### src/rtl/ex_mdu_pkg.sv
// Shared definitions for the execute-stage multiply/divide unit.
// Latency: n/a (constants, types and helper functions only).
// Backpressure: n/a.
// Contents: RV32M funct3 op codes, FSM state encoding, result-routing (prio) codes,
//           and operand-signedness helpers used by the top level.
package ex_mdu_pkg;

    localparam logic [2:0] OP_MUL    = 3'b000;
    localparam logic [2:0] OP_MULH   = 3'b001;
    localparam logic [2:0] OP_MULHSU = 3'b010;
    localparam logic [2:0] OP_MULHU  = 3'b011;
    localparam logic [2:0] OP_DIV    = 3'b100;
    localparam logic [2:0] OP_DIVU   = 3'b101;
    localparam logic [2:0] OP_REM    = 3'b110;
    localparam logic [2:0] OP_REMU   = 3'b111;

    typedef enum logic [1:0] {
        ST_IDLE = 2'd0,
        ST_EXEC = 2'd1,
        ST_DONE = 2'd2
    } mduState_t;

    localparam logic [1:0] PRIO_NONE = 2'b00;
    localparam logic [1:0] PRIO_P0   = 2'b10;
    localparam logic [1:0] PRIO_P1   = 2'b11;

    // rs1 is treated as signed by every op except the unsigned variants.
    function automatic logic src1Signed(input logic [2:0] op);
        return !(op == OP_MULHU || op == OP_DIVU || op == OP_REMU);
    endfunction

    // rs2 is signed only for the fully signed ops (MULHSU takes rs2 unsigned).
    function automatic logic src2Signed(input logic [2:0] op);
        return (op == OP_MUL || op == OP_MULH || op == OP_DIV || op == OP_REM);
    endfunction

endpackage

### src/rtl/ex_mdu_div_core.sv
// Restoring-division datapath: unsigned magnitude divide, one subtract-shift step per cycle.
// Latency: DATA_WIDTH steps after load; step results are also exposed combinationally.
// Backpressure: none; advances only when the controller asserts step.
// Ports: clk, rst (sync, active-high); load captures dividend/divisor; step performs one
//        iteration; quoNext/remNext are the register values after the current step.
module ex_mdu_div_core #(
    parameter int DATA_WIDTH = 32
) (
    input  logic                  clk,
    input  logic                  rst,
    input  logic                  load,
    input  logic                  step,
    input  logic [DATA_WIDTH-1:0] dividend,
    input  logic [DATA_WIDTH-1:0] divisor,
    output logic [DATA_WIDTH-1:0] quoNext,
    output logic [DATA_WIDTH-1:0] remNext
);

    logic [DATA_WIDTH-1:0] quo;
    logic [DATA_WIDTH-1:0] rem;
    logic [DATA_WIDTH-1:0] dvsr;
    logic [DATA_WIDTH:0]   remShift;
    logic [DATA_WIDTH:0]   diff;

    // The quotient register starts as the dividend and is shifted out MSB-first into
    // the partial remainder while quotient bits are shifted in at the bottom.
    // rem < dvsr always holds, so diff fits in DATA_WIDTH+1 bits and its MSB is the borrow.
    always_comb begin
        remShift = {rem, quo[DATA_WIDTH-1]};
        diff     = remShift - {1'b0, dvsr};
        quoNext  = {quo[DATA_WIDTH-2:0], ~diff[DATA_WIDTH]};
        remNext  = diff[DATA_WIDTH] ? remShift[DATA_WIDTH-1:0] : diff[DATA_WIDTH-1:0];
    end

    always_ff @(posedge clk) begin
        if (rst) begin
            quo  <= '0;
            rem  <= '0;
            dvsr <= '0;
        end else if (load) begin
            quo  <= dividend;
            rem  <= '0;
            dvsr <= divisor;
        end else if (step) begin
            quo  <= quoNext;
            rem  <= remNext;
        end
    end

endmodule

### src/rtl/ex_mdu.sv
// RV32M multiply/divide unit: one op at a time, result pulsed to the execute output mux.
// Latency: 33 cycles iterative, 1 cycle for div-by-zero/overflow, 2 cycles for MUL* with MDU_FAST_MUL_EN.
// Backpressure: mdu_busy high while not idle; req_valid during busy is ignored.
// Ports: clk, rst (sync, active-high); req_valid/req_pipe/req_op/req_src1/req_src2 request;
//        flush kills in-flight work; mdu_busy; mdu_AluData_m result with mdu_m_prio routing.
// Build option: define MDU_FAST_MUL_EN for a single-cycle multiplier (divide stays iterative).
module ex_mdu
    import ex_mdu_pkg::*;
#(
    parameter int DATA_WIDTH = 32
) (
    input  logic                  clk,
    input  logic                  rst,
    input  logic                  req_valid,
    input  logic                  req_pipe,
    input  logic [2:0]            req_op,
    input  logic [DATA_WIDTH-1:0] req_src1,
    input  logic [DATA_WIDTH-1:0] req_src2,
    input  logic                  flush,
    output logic                  mdu_busy,
    output logic [DATA_WIDTH-1:0] mdu_AluData_m,
    output logic [1:0]            mdu_m_prio
);

    localparam int CW = $clog2(DATA_WIDTH);
    localparam int PW = 2 * DATA_WIDTH;
    localparam logic [CW-1:0]         CNT_LAST = CW'(DATA_WIDTH - 1);
    localparam logic [CW-1:0]         CNT_ONE  = CW'(1);
    localparam logic [DATA_WIDTH-1:0] MOST_NEG = {1'b1, {(DATA_WIDTH-1){1'b0}}};

    mduState_t             state, stateNext;
    logic [2:0]            opReg;
    logic                  pipeReg;
    logic                  negRes;     // sign of product / quotient
    logic                  negRem;     // remainder follows the dividend sign
    logic [DATA_WIDTH-1:0] magA;
    logic [CW-1:0]         cnt;
    logic [DATA_WIDTH-1:0] mulHi, mulLo;
    logic [DATA_WIDTH-1:0] resultReg;

    logic                  accept;
    logic                  s1Neg, s2Neg;
    logic [DATA_WIDTH-1:0] absA, absB;
    logic                  divZero, divOvf;
    logic [DATA_WIDTH-1:0] specialRes;
    logic [CW-1:0]         loadCnt;
    logic [DATA_WIDTH:0]   mulSum;
    logic [DATA_WIDTH-1:0] mulHiNext, mulLoNext;
    logic [PW-1:0]         prodMag, prodSigned;
    logic [DATA_WIDTH-1:0] quoNext, remNext;
    logic [DATA_WIDTH-1:0] divQ, divR;
    logic [DATA_WIDTH-1:0] finalRes;
    logic                  execStep;

`ifdef MDU_FAST_MUL_EN
    logic [DATA_WIDTH-1:0] magB;
`endif

    // ---------------- accept-side decode ----------------
    always_comb begin
        accept  = (state == ST_IDLE) && req_valid && !flush;
        s1Neg   = src1Signed(req_op) && req_src1[DATA_WIDTH-1];
        s2Neg   = src2Signed(req_op) && req_src2[DATA_WIDTH-1];
        // Negating the most-negative value yields the same bits, which is the correct
        // unsigned magnitude.
        absA    = s1Neg ? -req_src1 : req_src1;
        absB    = s2Neg ? -req_src2 : req_src2;
        divZero = req_op[2] && (req_src2 == '0);
        divOvf  = (req_op == OP_DIV || req_op == OP_REM) &&
                  (req_src1 == MOST_NEG) && (req_src2 == '1);
        // op[1] distinguishes REM/REMU from DIV/DIVU.
        if (divZero)
            specialRes = req_op[1] ? req_src1 : '1;
        else
            specialRes = req_op[1] ? '0 : req_src1;
`ifdef MDU_FAST_MUL_EN
        loadCnt = req_op[2] ? CNT_LAST : '0;
`else
        loadCnt = CNT_LAST;
`endif
    end

    // ---------------- iterative shift-add multiply ----------------
    // {mulHi, mulLo} starts as {0, multiplier}; each step conditionally adds the
    // multiplicand into the high half and shifts the whole pair right by one.
    always_comb begin
        mulSum    = {1'b0, mulHi} + (mulLo[0] ? {1'b0, magA} : '0);
        mulHiNext = mulSum[DATA_WIDTH:1];
        mulLoNext = {mulSum[0], mulLo[DATA_WIDTH-1:1]};
    end

    // ---------------- result assembly ----------------
    always_comb begin
`ifdef MDU_FAST_MUL_EN
        prodMag = PW'(magA) * PW'(magB);
`else
        prodMag = {mulHiNext, mulLoNext};
`endif
        prodSigned = negRes ? -prodMag : prodMag;
        divQ       = negRes ? -quoNext : quoNext;
        divR       = negRem ? -remNext : remNext;
        if (opReg[2])
            finalRes = opReg[1] ? divR : divQ;
        else if (opReg == OP_MUL)
            finalRes = prodSigned[DATA_WIDTH-1:0];
        else
            finalRes = prodSigned[PW-1:DATA_WIDTH];
    end

    assign execStep = (state == ST_EXEC) && !flush;

    ex_mdu_div_core #(
        .DATA_WIDTH (DATA_WIDTH)
    ) u_divCore (
        .clk      (clk),
        .rst      (rst),
        .load     (accept),
        .step     (execStep && opReg[2]),
        .dividend (absA),
        .divisor  (absB),
        .quoNext  (quoNext),
        .remNext  (remNext)
    );

    // ---------------- FSM ----------------
    always_ff @(posedge clk) begin
        if (rst)
            state <= ST_IDLE;
        else
            state <= stateNext;
    end

    always_comb begin
        stateNext = state;
        case (state)
            ST_IDLE: if (accept) stateNext = (divZero || divOvf) ? ST_DONE : ST_EXEC;
            ST_EXEC: if (cnt == '0) stateNext = ST_DONE;
            ST_DONE: stateNext = ST_IDLE;
            default: stateNext = ST_IDLE;
        endcase
        if (flush)
            stateNext = ST_IDLE;
    end

    // ---------------- datapath registers ----------------
    always_ff @(posedge clk) begin
        if (rst) begin
            opReg     <= '0;
            pipeReg   <= 1'b0;
            negRes    <= 1'b0;
            negRem    <= 1'b0;
            magA      <= '0;
            cnt       <= '0;
            mulHi     <= '0;
            mulLo     <= '0;
            resultReg <= '0;
`ifdef MDU_FAST_MUL_EN
            magB      <= '0;
`endif
        end else if (accept) begin
            opReg   <= req_op;
            pipeReg <= req_pipe;
            negRes  <= s1Neg ^ s2Neg;
            negRem  <= s1Neg;
            magA    <= absA;
            cnt     <= loadCnt;
            mulHi   <= '0;
            mulLo   <= absB;
`ifdef MDU_FAST_MUL_EN
            magB    <= absB;
`endif
            if (divZero || divOvf)
                resultReg <= specialRes;
        end else if (execStep) begin
            cnt   <= cnt - CNT_ONE;
            mulHi <= mulHiNext;
            mulLo <= mulLoNext;
            if (cnt == '0)
                resultReg <= finalRes;
        end
    end

    // ---------------- outputs ----------------
    // prio is gated by flush combinationally so a flush landing on DONE drops the pulse.
    assign mdu_busy      = (state != ST_IDLE);
    assign mdu_AluData_m = resultReg;
    assign mdu_m_prio    = ((state == ST_DONE) && !flush) ? (pipeReg ? PRIO_P1 : PRIO_P0)
                                                          : PRIO_NONE;

endmodule
### config.mk
export PLATFORM = sky130hd
export DESIGN_NAME = ex_mdu
export DESIGN_NICKNAME = d
export VERILOG_FILES = /design/src/rtl/ex_mdu_pkg.sv /design/src/rtl/ex_mdu_div_core.sv /design/src/rtl/ex_mdu.sv
export SDC_FILE = /design/constraint.sdc
export NUM_CORES = 1
export LEC_CHECK = 0
export BUFFER_PORTS_ARGS = -buffer_cell sky130_fd_sc_hd__buf_2
export CORE_ASPECT_RATIO = 0.7
export CORE_MARGIN = 5
export CORE_UTILIZATION = 35
export CTS_CLUSTER_SIZE = 28
export DETAILED_ROUTE_END_ITERATION = 8
export GPL_TIMING_DRIVEN = 0
export PLACE_DENSITY = 0.51
export SYNTH_ARGS = -nofsm -noshare
export SYNTH_HDL_FRONTEND = slang
export SYNTH_HIERARCHICAL = 1
export SYNTH_SLANG_ARGS = --single-unit
### constraint.sdc
create_clock -name clk -period 5.3 [get_ports clk]
set_clock_uncertainty 0.2 [all_clocks]
set_input_delay 0.265 -clock clk [delete_from_list [all_inputs] [get_ports clk]]
set_output_delay 0.265 -clock clk [all_outputs]
set_load 0.02 [all_outputs]
**Word-level counts from Yosys, hierarchy flattened**

Cells that the tools add are included.

- Bits of input ports: 72
- Register bits: 237
- Logic and storage cells: 97
- Output and inout bits: 35

- Reduce and logical (&&, ||, !) cells: 32
- Bitwise operators: 2
- Mux-type cells: 29
- Equality and inequality tests: 13
- Add/subtract/negate cells: 8

Operators with widths:

| operator | number |
|---|---|
| 32-bit two-way mux | 20 |
| 32-bit negator | 4 |
| 32-bit == test, second input constant | 2 |
| 64-bit two-way mux | 1 |
| 64-bit negator | 1 |
| 32-bit by 32-bit adder with 33-bit output | 1 |
| 33-bit by 32-bit subtractor with 33-bit output | 1 |
| 32-bit zero test | 1 |
| 3-bit == test, second input constant | 4 |
| 1-bit logical AND | 10 |
| 5-bit two-way mux | 2 |
| 2-bit two-way mux | 4 |
| 2-bit nonzero test | 4 |
| 1-bit logical OR | 7 |
| 3-bit zero test | 2 |
| 5-bit zero test | 1 |
| 5-bit by 1-bit subtractor with 5-bit output, second input constant | 1 |
| 2-bit by 1-bit inequality test with 1-bit output, second input constant | 2 |
| 2-bit one-hot mux with 2 select lines | 1 |
| 2-bit OR reduction | 2 |
| 3-bit by 1-bit == test with 1-bit output, second input constant | 1 |
| 3-bit by 2-bit == test with 1-bit output, second input constant | 1 |
| 3-bit AND reduction | 1 |
| 2-bit by 1-bit == test with 1-bit output, second input constant | 1 |
| other kinds (8) | 9 |

**Logic depth before layout (Yosys ltp)**

- Depth after elaboration: 9
- Depth in mapped cells: 25
- Mapped depth without buffers: 23

**Modules after synthesis**

The synthesis kept the hierarchy.

By module, submodules not included:

| module | area an instance (um^2) | cells an instance | times used | seq. area each (um^2) |
|---|---|---|---|---|
| ex_mdu | 13264.0 | 1906 | 1 | 2822.7 |
| ex_mdu_div_core | 6418.7 | 805 | 1 | 1921.8 |

**Worst setup path before layout**

OpenSTA, ideal clock, no wires.

- Kind: reg-to-reg
- Start: register u_divCore.dvsr[27]
- End: register resultReg[29] (netlist: mdu_AluData_m[29])
- Buffers on the path: 2
- Clock period less this slack: 5259 ps
- Arrival: 4968 ps
- Stages on the path, launching flop included: 23
- Setup slack: 41 ps
- Library setup time: 91 ps
- Data required time: 5009 ps
- Path through: dfxtp_1 inv_1 ha_1 a21o_1 a21o_1 a2111oi_2 o21bai_1 or2_1 o211ai_2 buf_2 clkbuf_1 o21ai_0 or4_1 nor4_1 a31oi_1 o31ai_1 xnor2_1 mux2i_1 a21oi_1 nor2_1 a211oi_1 a21oi_1 a311oi_1

- Cells in the longest elaborated chain, start to end: 9
- Elaborated cells on any way between the ends: 12
- Those cells by class: add/sub (3); mux (8); bitwise (1)

Ends and longest elaborated chain:

| what | line | text |
|---|---|---|
| start, declared | ex_mdu_div_core.sv:21 | `logic [DATA_WIDTH-1:0] dvsr;` |
| start signal, assigned | ex_mdu_div_core.sv:43 | `dvsr <= divisor;` |
| 33-bit by 32-bit subtractor with 33-bit output | ex_mdu_div_core.sv:30 | `diff = remShift - {1'b0, dvsr};` |
| 32-bit two-way mux | ex_mdu_div_core.sv:32 | `remNext = diff[DATA_WIDTH] ? remShift[DATA_WIDTH-1:0] : diff[DATA_WIDTH-1:0];` |
| via remNext[1] | ex_mdu.sv:50 | `logic [DATA_WIDTH-1:0] quoNext, remNext;` |
| 32-bit negator | ex_mdu.sv:101 | `divR = negRem ? -remNext : remNext;` |
| 32-bit two-way mux | ex_mdu.sv:101 |  |
| 32-bit two-way mux | ex_mdu.sv:103 | `finalRes = opReg[1] ? divR : divQ;` |
| 32-bit two-way mux | ex_mdu.sv:102 | `if (opReg[2])` |
| 32-bit two-way mux | ex_mdu.sv:178 | `if (cnt == '0)` |
| 32-bit two-way mux | ex_mdu.sv:174 | `end else if (execStep) begin` |
| 32-bit two-way mux | ex_mdu.sv:160 | `end else if (accept) begin` |
| end signal, assigned | ex_mdu.sv:173 | `resultReg <= specialRes;` |
| end signal, assigned | ex_mdu.sv:179 | `resultReg <= finalRes;` |
| end, declared | ex_mdu.sv:39 | `logic [DATA_WIDTH-1:0] resultReg;` |

The timed path passes the listed nets, and every way through them passes these cells. The select of a mux whose other input is x is not followed.
A chain may end at the register's enable or synchronous reset.

**Worst setup path after layout**

- Start: register u_divCore.quo[31]
- End: register resultReg[25] (netlist: mdu_AluData_m[25])

- Cells in the longest elaborated chain, start to end: 9
- Elaborated cells on any way between the ends: 12
- Those cells by class: add/sub (3); mux (8); bitwise (1)

Ends and longest elaborated chain:

| what | line | text |
|---|---|---|
| start, declared | ex_mdu_div_core.sv:19 | `logic [DATA_WIDTH-1:0] quo;` |
| start signal, assigned | ex_mdu_div_core.sv:41 | `quo <= dividend;` |
| start signal, assigned | ex_mdu_div_core.sv:45 | `quo <= quoNext;` |
| 33-bit by 32-bit subtractor with 33-bit output | ex_mdu_div_core.sv:30 |  |
| 32-bit two-way mux | ex_mdu_div_core.sv:32 |  |
| via remNext[3] | ex_mdu.sv:50 |  |
| 32-bit negator | ex_mdu.sv:101 |  |
| 32-bit two-way mux | ex_mdu.sv:101 |  |
| 32-bit two-way mux | ex_mdu.sv:103 |  |
| 32-bit two-way mux | ex_mdu.sv:102 |  |
| 32-bit two-way mux | ex_mdu.sv:178 |  |
| 32-bit two-way mux | ex_mdu.sv:174 |  |
| 32-bit two-way mux | ex_mdu.sv:160 |  |

The timed path passes the listed nets, and every way through them passes these cells. The select of a mux whose other input is x is not followed.

==> reports/results.txt <==
The run finished, with violations left. The final reports fail on max-capacitance violations, max-slew violations, negative setup slack. Yosys mapped a number of flops with a built-in enable equal to 0.

The fraction of final layout cells with drive strength greater than 1 came out at 13.64%. The die height was 208.4 microns; the worst setup slack before clock tree synthesis was -1846 ps. Global routing consumed, over all layers together, 29.17% of the routing resources. The run gives 2,711 as the number of instances in the synthesized netlist. The worst setup path is launched from a flop. The detail-routed via count per cell was 5.881. The period utilization is 105.8%, and the arrival time at the worst endpoint is 5870 ps. The total buffers and inverters traversed by the critical path was 6. Setup repair after global routing could not meet its margin everywhere. Final number of max-transition violations: 3.

In this run the standard cell core region covers 55,490 sq um. In the routed design, unresolved DRC markers number 0. For the pin with the worst max-slew slack, the measured transition is 1550 ps.

The net count of the mapped netlist is 2,857. Derived from the worst setup path, the maximum achievable clock frequency is 178.4 MHz. The static leakage is 8.815 nW, and the number of placement rows is 72. For this run, asynchronously set or reset flops after synthesis account for 0%.

The number of synthesized register bits works out to 237. Die area: 61,150 sq um. The clock slew seen by the registers of the worst setup and hold paths is 70 ps.

Setup violations remaining at the end of the flow were counted as 11. In this run the remaining antenna-violating nets after routing total 0. The logs give -1958 ps for the sum of negative setup slack and 2,263 for the number of DRC violations after detailed-routing iteration 0. Global-route wire length before repair: 135,300 microns. For the worst setup slack after layout, the log shows -305.6 ps.

The Yosys warning count was 6; the number of nets in the final layout was 3,050. The placed instances occupy a cell area of 21,130 sq um. For the number of levels the H-tree was split into, the log shows 1. TritonCTS built the clock tree.

Among all stages on the critical path, the largest delay is contributed by or4_4. Dividing total power by cell area gives a power density of 254.2 nW/um^2. The synthesized netlist occupies a cell area of 19,680 sq um.

Maximum buffer depth of the clock tree: 3. Entering global routing, the biggest net connects 15 pins. Along the worst path, the maximum fanout reaches 5. After synthesis, the mean cell area works out to 7.260 sq um. Initial antenna violation count: 5. HPWL reported at the end of detailed placement: 75,910 microns. Largest vdd supply drop: 0.2668 mV.

STA puts the critical path data required time at 5560 ps. Clock latency on the worst-skew pair, taken at its later pin, is 590 ps. The final layout contains routed wiring with a total length of 94,040 microns. In the final routed layout, each cell accounts on average for 25.65 microns.

In the synthesized netlist the dominant register cell turns out to be dfxtp_1. The die is 293.4 microns wide. STA classifies the critical path endpoint as a flop. Buffers placed on the I/O ports in this run total 105. Relative to the synthesized area, the layout overhead comes to 18.76%.

The layout has 5,885 filler cells. The tools report the via count of the first global-routing pass as 20,190. Final number of hold-violating endpoints: 0. The routed layout has 21,560 vias.

With fillers left out, the area of the finished cells amounts to 23,370 sq um. Synthesis instantiated 92 different standard cells from the library. The most numerous cell on the critical path is buf_4. The largest single stage delay on the critical path is 520 ps. Sequential element share of the synthesized area: 24.11%. The first detailed-routing pass ran for 5 iterations. The worst path in the final design needs a cycle of 5606 ps, including I/O delays and setup. The run gives 5.941 mW as the overall power consumption. The run gives 237 as the total clock sinks. The critical path's top delay family is compound AO/OA/AOI/OAI gates. Routability-driven placement finished with a final weighted congestion of 1.022. The tools report the number of placed I/O pins as 107. The number of buffers created by CTS was 28. The tightest min-delay check is of the input pin to flop type. The worst hold path passes through 4 cells. Global routing finished with a remaining overflow of 0. By startpoint and endpoint, the worst setup path is classified as flop to flop.

The effective utilization at floorplan is 35.47%, and the number of logic stages on the critical path including buffering is 25. The normalized max-slew margin came out at -4.229%. The number of max-capacitance violations reported was 1. The count of cells along the worst register-to-register path is 25. The root buffer cell chosen for the clock tree is clkbuf_16.
[cells in the final DEF, fill, tap and decap left out, types with 20 or more instances in the layout]
cell | Yosys | layout
dlygate4sd3_1 | 0 | 32
clkbuf_1 | 147 | 138
maj3_1 | 24 | 24
buf_2 | 9 | 111
a211oi_1 | 27 | 20
buf_4 | 31 | 65
ha_1 | 72 | 61
o21ai_1 | 13 | 20
nand3_1 | 50 | 48
clkbuf_16 | 0 | 29
and2_1 | 46 | 46
dfxtp_1 | 237 | 231
mux2_4 | 19 | 21
a311oi_1 | 38 | 38
xor2_1 | 99 | 98
a31oi_1 | 24 | 21
o21a_1 | 36 | 36
nand2_1 | 316 | 316
inv_1 | 78 | 75
a21o_1 | 26 | 26
mux2i_1 | 73 | 72
o31ai_1 | 36 | 28
o211ai_1 | 42 | 42
o21ai_0 | 132 | 116
or3_1 | 26 | 24
nor2_1 | 375 | 374
nor3_1 | 90 | 87
buf_1 | 25 | 25
xnor2_1 | 106 | 104
nand4_1 | 24 | 24
a21oi_1 | 218 | 205
[registers in the layout (all words and copies together) (netlist names)]
register / flops
cnt: 5
magA: 32
mdu_AluData_m: 32
mulHi: 32
mulLo: 32
negRem: 1
negRes: 1
opReg: 3
pipeReg: 1
state: 2
u_divCore/dvsr: 32
u_divCore/quo: 32
u_divCore/rem: 32
[cells by family after synthesis]
group | count (synthesis) | synth area share [%]
AO/OA/AOI/OAI | 701 | 23.37
XOR/XNOR | 205 | 9.122
adder cells (fa/ha/maj) | 98 | 6.001
buffers and inverters | 293 | 6.312
flip-flops | 237 | 24.11
multiplexers | 96 | 5.391
AND/OR/NAND/NOR | 1081 | 25.70
[where the power goes]
part           switching (mW)  internal (mW)
Clock                   0.918           1.20
Sequential             0.0775           1.86
Combinational            1.21          0.678
[what timing repair did]
action / 4_1_cts / 5_1_grt
gates resized for setup: 114 / 48
hold endpoints to repair: 48 / 0
hold buffers: 32 / 0
endpoints found under the setup margin: 28 / 23
gates cloned: 1 / 0
pin swaps: 44 / 37
setup buffers: 27 / 8
[per-layer routing]
layer	part of all wire, %	vias up	GRT usage [%]	wire, microns
met5	0.033	-	0	31
met4	2.2	4	5.618	2047
met3	10	121	8.016	9701
met2	39	933	40.31	36880
met1	48	10490	44.94	45390
li1	-	10020	-	-
[through the flow]
step,hold WS (ps),utilization [%],std cells
2_1_floorplan,143.7,-,2711
3_3_place_gp,242.6,38.08,3556
3_5_place_dp,242.7,38.08,3556
4_1_cts,0.2852,41.65,3658
5_1_grt,37.57,42.11,3665
6_report,12.28,42.12,3667
[synthesized netlist by cell type, types with 42 or more instances]
cell,count,area (sq um)
o211ai_1,42,315.3
ha_1,72,900.9
o21ai_0,132,660.6
xor2_1,99,867.1
dfxtp_1,237,4745
nor3_1,90,450.4
nand2_1,316,1186
inv_1,78,292.8
and2_1,46,287.8
mux2i_1,73,730.7
xnor2_1,106,928.4
nand3_1,50,250.2
clkbuf_1,147,551.8
a21oi_1,218,1091
nor2_1,375,1408
[tightest hold or removal path, cell delays in order]
cell	delay (ps)
buf_2	150
xor2_1	120
a21oi_1	160
nor2_1	50
[layout make-up]
class	instances	area (sq um)	share of cell area [%]
diodes	2	5.005	0.02141
plain buffers	204	954.7	4.084
clock buffers	32	737.0	3.153
clock inverters	19	224.0	0.9581
inverters	79	301.5	1.290
multi-input cells	2181	14320	61.24
flip-flops and latches	237	4760	20.36
well taps	740	925.9	3.961
repair buffers	173	1152	4.930
[final timing paths]
kind                               endpoint                      startpoint  slack [ps]
max reg2reg  mdu_AluData_m[25]$_SDFFE_PP0P_  u_divCore/quo[31]$_SDFFE_PP0P_        -310
min reg2reg            pipeReg$_SDFFE_PP0P_            pipeReg$_SDFFE_PP0P_         250
max          mdu_AluData_m[25]$_SDFFE_PP0P_  u_divCore/quo[31]$_SDFFE_PP0P_        -310
min          u_divCore/quo[12]$_SDFFE_PP0P_                    req_src1[12]          10
(Power assumes the default switching activity.)
